===== src/rtl/pwm_precondition_scheduler.sv =====
// pwm_precondition_scheduler
// Sequences one pwm_preconditioner run per update request: reads DEPTH
// {pulse_width, phase} entries from a double-banked drive memory, streams them
// in index order with the start strobe on entry 0, then waits for completion.
// Requests arriving mid-run are coalesced into a single pending run; dropped
// requests and aborted runs raise sticky OVERRUN / TIMEOUT flags.
module pwm_precondition_scheduler #(
    parameter int unsigned DEPTH          = 249,
    parameter int unsigned READ_LATENCY   = 2,
    parameter int unsigned TIMEOUT_CYCLES = 512
) (
    input  logic                   CLK,
    input  logic                   RST_N,
    input  logic                   UPDATE,
    input  logic                   BANK,
    input  logic                   CLEAR_ERR,
    output logic                   MEM_EN,
    output logic [$clog2(DEPTH):0] MEM_ADDR,
    input  logic [8:0]             MEM_PULSE_WIDTH,
    input  logic [7:0]             MEM_PHASE,
    output logic                   PC_DIN_VALID,
    output logic [8:0]             PC_PULSE_WIDTH,
    output logic [7:0]             PC_PHASE,
    input  logic                   PC_DOUT_VALID,
    output logic                   BUSY,
    output logic                   DONE,
    output logic                   OVERRUN,
    output logic                   TIMEOUT
);

    localparam int unsigned IdxW = $clog2(DEPTH);
    localparam int unsigned FlW  = $clog2(READ_LATENCY + 1);
    localparam int unsigned TmoW = $clog2(TIMEOUT_CYCLES + 1);

    localparam logic [IdxW-1:0] IdxLast = IdxW'(DEPTH - 1);
    localparam logic [FlW-1:0]  FlLast  = FlW'(READ_LATENCY - 1);
    localparam logic [TmoW-1:0] TmoLast = TmoW'(TIMEOUT_CYCLES - 1);

    localparam logic [1:0] StIdle     = 2'd0;
    localparam logic [1:0] StIssue    = 2'd1;
    localparam logic [1:0] StFlush    = 2'd2;
    localparam logic [1:0] StWaitDone = 2'd3;

    logic [1:0]              state_q, state_d;
    logic [IdxW-1:0]         idx_q, idx_d;
    logic                    bank_q, bank_d;
    logic                    pending_q, pending_d;
    logic                    pend_bank_q, pend_bank_d;
    logic [FlW-1:0]          flush_cnt_q, flush_cnt_d;
    logic [TmoW-1:0]         tmo_cnt_q, tmo_cnt_d;
    logic [READ_LATENCY-1:0] vld_pipe_q, vld_pipe_d;
    logic [READ_LATENCY-1:0] first_pipe_q, first_pipe_d;
    logic                    overrun_q, overrun_d;
    logic                    timeout_q, timeout_d;

    logic mem_en;
    logic first_issue;
    logic stream_valid;
    logic done;
    logic set_overrun;
    logic set_timeout;

    assign mem_en       = (state_q == StIssue);
    assign first_issue  = mem_en && (idx_q == '0);
    assign stream_valid = vld_pipe_q[READ_LATENCY-1];

    // Next-state logic for the run sequencer and request coalescing
    always_comb begin
        state_d     = state_q;
        idx_d       = idx_q;
        bank_d      = bank_q;
        pending_d   = pending_q;
        pend_bank_d = pend_bank_q;
        flush_cnt_d = flush_cnt_q;
        tmo_cnt_d   = tmo_cnt_q;
        done        = 1'b0;
        set_overrun = 1'b0;
        set_timeout = 1'b0;

        // A request during a run (including its completion cycle) is held;
        // a second one is dropped and the older bank is kept.
        if ((state_q != StIdle) && UPDATE) begin
            if (pending_q) begin
                set_overrun = 1'b1;
            end else begin
                pending_d   = 1'b1;
                pend_bank_d = BANK;
            end
        end

        case (state_q)
            StIdle: begin
                if (UPDATE || pending_q) begin
                    bank_d    = UPDATE ? BANK : pend_bank_q;
                    pending_d = 1'b0;
                    idx_d     = '0;
                    state_d   = StIssue;
                end
            end
            StIssue: begin
                if (idx_q == IdxLast) begin
                    idx_d       = '0;
                    flush_cnt_d = '0;
                    state_d     = StFlush;
                end else begin
                    idx_d = idx_q + 1'b1;
                end
            end
            StFlush: begin
                if (flush_cnt_q == FlLast) begin
                    tmo_cnt_d = '0;
                    state_d   = StWaitDone;
                end else begin
                    flush_cnt_d = flush_cnt_q + 1'b1;
                end
            end
            StWaitDone: begin
                if (PC_DOUT_VALID) begin
                    done    = 1'b1;
                    state_d = StIdle;
                end else if (tmo_cnt_q == TmoLast) begin
                    set_timeout = 1'b1;
                    state_d     = StIdle;
                end else begin
                    tmo_cnt_d = tmo_cnt_q + 1'b1;
                end
            end
            default: state_d = StIdle;
        endcase
    end

    // Sticky error flags; a set event beats a simultaneous clear
    always_comb begin
        overrun_d = overrun_q;
        timeout_d = timeout_q;
        if (CLEAR_ERR) begin
            overrun_d = 1'b0;
            timeout_d = 1'b0;
        end
        if (set_overrun) begin
            overrun_d = 1'b1;
        end
        if (set_timeout) begin
            timeout_d = 1'b1;
        end
    end

    // Delay MEM_EN and the entry-0 marker by the memory read latency
    if (READ_LATENCY > 1) begin : g_pipe
        assign vld_pipe_d   = {vld_pipe_q[READ_LATENCY-2:0], mem_en};
        assign first_pipe_d = {first_pipe_q[READ_LATENCY-2:0], first_issue};
    end else begin : g_pipe_single
        assign vld_pipe_d   = mem_en;
        assign first_pipe_d = first_issue;
    end

    // State registers with synchronous active-low reset
    always_ff @(posedge CLK) begin
        if (!RST_N) begin
            state_q      <= StIdle;
            idx_q        <= '0;
            bank_q       <= 1'b0;
            pending_q    <= 1'b0;
            pend_bank_q  <= 1'b0;
            flush_cnt_q  <= '0;
            tmo_cnt_q    <= '0;
            vld_pipe_q   <= '0;
            first_pipe_q <= '0;
            overrun_q    <= 1'b0;
            timeout_q    <= 1'b0;
        end else begin
            state_q      <= state_d;
            idx_q        <= idx_d;
            bank_q       <= bank_d;
            pending_q    <= pending_d;
            pend_bank_q  <= pend_bank_d;
            flush_cnt_q  <= flush_cnt_d;
            tmo_cnt_q    <= tmo_cnt_d;
            vld_pipe_q   <= vld_pipe_d;
            first_pipe_q <= first_pipe_d;
            overrun_q    <= overrun_d;
            timeout_q    <= timeout_d;
        end
    end

    // Outputs: stream data passes straight through, gated by the valid pipe
    always_comb begin
        MEM_EN         = mem_en;
        MEM_ADDR       = mem_en ? {bank_q, idx_q} : '0;
        PC_DIN_VALID   = stream_valid && first_pipe_q[READ_LATENCY-1];
        PC_PULSE_WIDTH = stream_valid ? MEM_PULSE_WIDTH : 9'd0;
        PC_PHASE       = stream_valid ? MEM_PHASE : 8'd0;
        BUSY           = (state_q != StIdle);
        DONE           = done;
        OVERRUN        = overrun_q;
        TIMEOUT        = timeout_q;
    end

endmodule


===== config.mk =====
export PLATFORM = sky130hd
export DESIGN_NAME = pwm_precondition_scheduler
export DESIGN_NICKNAME = d
export VERILOG_FILES = /design/src/rtl/pwm_precondition_scheduler.sv
export SDC_FILE = /design/constraint.sdc
export NUM_CORES = 1
export LEC_CHECK = 0
export CAP_MARGIN = 40
export CORE_ASPECT_RATIO = 0.5
export CORE_MARGIN = 2
export CORE_UTILIZATION = 45
export CTS_BUF_LIST = sky130_fd_sc_hd__clkbuf_16
export DETAILED_ROUTE_END_ITERATION = 7
export GPL_TIMING_DRIVEN = 1
export PLACE_DENSITY = 0.86
export SLEW_MARGIN = 30
export SYNTH_ARGS = -nofsm -noshare
export SYNTH_HDL_FRONTEND = slang
export SYNTH_SLANG_ARGS = --single-unit

===== constraint.sdc =====
create_clock -name CLK -period 4.6 [get_ports CLK]
set_input_delay 1.38 -clock CLK [delete_from_list [all_inputs] [get_ports CLK]]
set_output_delay 1.38 -clock CLK [all_outputs]
set_load 0.005 [all_outputs]

==> results.txt <==
Status: finished, final reports clean
Startpoint types: primary input
Inserted Clock Buffers: 5
Synth warnings: 0
Final worst path period need: 3.91 ns
Fill cells: 276
DRT antenna net count: 0
WS Path Type: primary input to output port
Wire length per cell: 14.7 um
Synthesized area: 0.00172 mm^2
Detailed Routing Iterations Pass 1: 4
Share of cells above drive strength 1: 5.73%
Avg Inst Size Synth: 8.41 um^2
Fmax: 255 MHz
Tot GR Track Use: 22.6%
CP top delay family: buffers and inverters
Mapped Cells: 205
Vias per cell: 5.45
Slew headroom: 53.3%
Highest ir drop seen on vdd: 0.226 mV
Synthesis-to-layout area growth: 45.1%
Final setup viols: 0
Ant diodes: 0
Clk_skew: 0.00654 ns
Synth top cells by count: and2_1, dfxtp_1, nor2_1
# IOs: 55
Maximum buffer depth of the clock tree: 2
# resized after CTS: 0
Core Area: 0.00355 mm^2
Reg-to-Reg End: tmo_cnt_q[7]$_SDFFE_PN0P_
Global-route wire length before repair: 7500 um
Reg2reg setup slack: 2.34 ns
Most common cell on crit path: clkdlybuf4s50_1
Worst hold slack: 0.434 ns
Synth area leaders: dfxtp_1, and2_1, ha_1
Power Dens Cells: 442 mW/mm^2
Sequential area share after synthesis: 36.0%
Tcrit/Tclk final: 85.1%
FFs w/ async S/R, synth: 0%
Actual slew at the worst max-slew pin: 0.691 ns
Largest net degree at the start of global routing: 19
Crit-path max cell delay: 0.50 ns
Hold Crit Endpoint: first_pipe_q[1]$_SDFF_PN0_
Slowest CP cell: clkdlybuf4s50_1
Hold depth: 1
Clock latency on the worst-skew pair: 0.27 ns
Clock root buffer: clkbuf_16
Initial Util: 48.6%
Grt total ovfl: 0
Worst Setup End Kind: output port
Final hold viol count: 0
Number of flops mapped to enable cells by yosys: 0
Req. time, crit path: 3.22 ns
Most used DFF post-synth: dfxtp_1
Die area: 0.00437 mm^2
FF+latch area: 621 um^2
FF-to-FF Start: state_q[0]$_SDFFE_PN0P_
Syn nets: 236
HPWL Detailed: 3170 um
Area occupied by multi-input gates: 0.00104 mm^2
CTS clk-pin slew, worst paths: 0.05 ns
Leakage: 0.000887 uW
Worst min-delay path class: register to register
Dpl ws: 0.681 ns
Slew Limit Fails: 0
RSZ-0062 raised after global routing: no
Width of the die: 91.5 um
Crit-path cells: clkdlybuf4s50_1, and2_2, clkdlybuf4s50_1
R2R depth: 6
Via count: 1,705
Fin worst setup slack: 0.686 ns
Synth area leader: dfxtp_1
CTS tree: built
Post-Route WL: 4610 um
Worst path bufs/invs: 2
Seq cells post-synth: 31
Floorplan row count: 15
Critical path arrival: 2.53 ns
Final Wtd Congestion: 0.869
Initial antenna violation count: 0
Port bufs: 54
Hold-fix buffers, CTS: 0
Hold path startpoint: first_pipe_q[0]$_SDFF_PN0_
H-tree levels: 2
Chip height: 47.8 um
Vias in the first global route: 1,620
DRT iter0 DRCs: 54
Final TNS setup: 0 ns
Layout Nets: 292
Crit Path Max Fanout: 4
Post-CTS setup buffer count: 0
Max-cap violations: 0
Clock Sinks: 31
Yosys top cell area share: 36.0%
# DRC: 0
Post-synth cell types: 42
layer usage:
metal | vias up | part of all wire, % | GRT usage, %
li1 | 843 | - | -
met1 | 809 | 43 | 25.9
met2 | 43 | 52 | 43.1
met3 | 10 | 3.4 | 5.04
met4 | 0 | 2.1 | 10.6
met5 | - | 0 | 0
logic make-up after synthesis:
kind of cell	after synthesis	synth area share, %
AOI/OAI and AO/OA	39	14.1
xor gates and xnor gates	6	3.05
adders and majority gates	8	5.81
buffers and inverters	17	3.77
DFF	31	36.0
muxes	6	3.48
and+or+nand+nor	98	33.8
cell type report:
| type | instances | share of cell area (%) |
|---|---|---|
| clock buffer | 5 | 5.00 |
| clock inverter | 3 | 2.55 |
| inverter | 11 | 1.65 |
| multi-input combinational | 157 | 41.5 |
| sequential | 31 | 24.8 |
| tap | 51 | 2.55 |
| timing repair buffer | 55 | 21.9 |
cells in the final DEF (no fill, tap or decap), types with 2 or more instances in the layout:
| master | synthesis | routed |
|---|---|---|
| a21oi_1 | 13 | 13 |
| and2_1 | 31 | 31 |
| and4_1 | 2 | 2 |
| bufinv_16 | 0 | 2 |
| clkbuf_16 | 0 | 5 |
| clkdlybuf4s50_1 | 0 | 54 |
| dfxtp_1 | 31 | 31 |
| ha_1 | 8 | 8 |
| inv_1 | 11 | 12 |
| mux2i_1 | 6 | 6 |
| nand2_1 | 11 | 11 |
| nand2b_1 | 2 | 2 |
| nand3_1 | 4 | 4 |
| nand4_1 | 3 | 3 |
| nand4b_1 | 2 | 2 |
| nor2_1 | 16 | 16 |
| nor3_1 | 3 | 3 |
| nor3b_1 | 2 | 2 |
| nor4_1 | 4 | 4 |
| nor4b_1 | 4 | 4 |
| o21ai_0 | 9 | 9 |
| o21ai_1 | 2 | 2 |
| o31ai_1 | 4 | 4 |
| or2_2 | 2 | 2 |
| or3_1 | 2 | 2 |
| or4_1 | 5 | 5 |
| xnor2_1 | 6 | 6 |
registers in the layout, summed over array words and instances, names as in the netlist:
signal / flops
pend_bank_q: 1
TIMEOUT: 1
state_q: 2
vld_pipe_q: 2
pending_q: 1
idx_q: 8
bank_q: 1
OVERRUN: 1
flush_cnt_q: 2
first_pipe_q: 2
tmo_cnt_q: 10
stage by stage:
stage,power [uW],std cells,util [%],instance area (um^2)
2_1_floorplan,556,205,-,1720
3_3_place_gp,660,305,65.2,2310
3_5_place_dp,676,305,65.2,2310
4_1_cts,1100,313,70.5,2500
5_1_grt,1160,313,70.5,2500
6_report,1100,313,70.5,2500
worst max path at each step:
stage,slack (ns),cells past startpoint,start,end
floorplan,1.65,1,PC_DOUT_VALID,DONE
global placement,0.70,3,PC_DOUT_VALID,DONE
detailed placement,0.68,3,PC_DOUT_VALID,DONE
CTS,0.68,3,PC_DOUT_VALID,DONE
global route,0.63,3,PC_DOUT_VALID,DONE
finish,0.69,3,PC_DOUT_VALID,DONE
power by group:
part / internal [uW] / switching, uW / leakage [uW]
sequential: 300 / 30.3 / 0.000251
clock: 308 / 116 / 0.0000952
combinational: 162 / 188 / 0.000541
(Power assumes the default switching activity.)
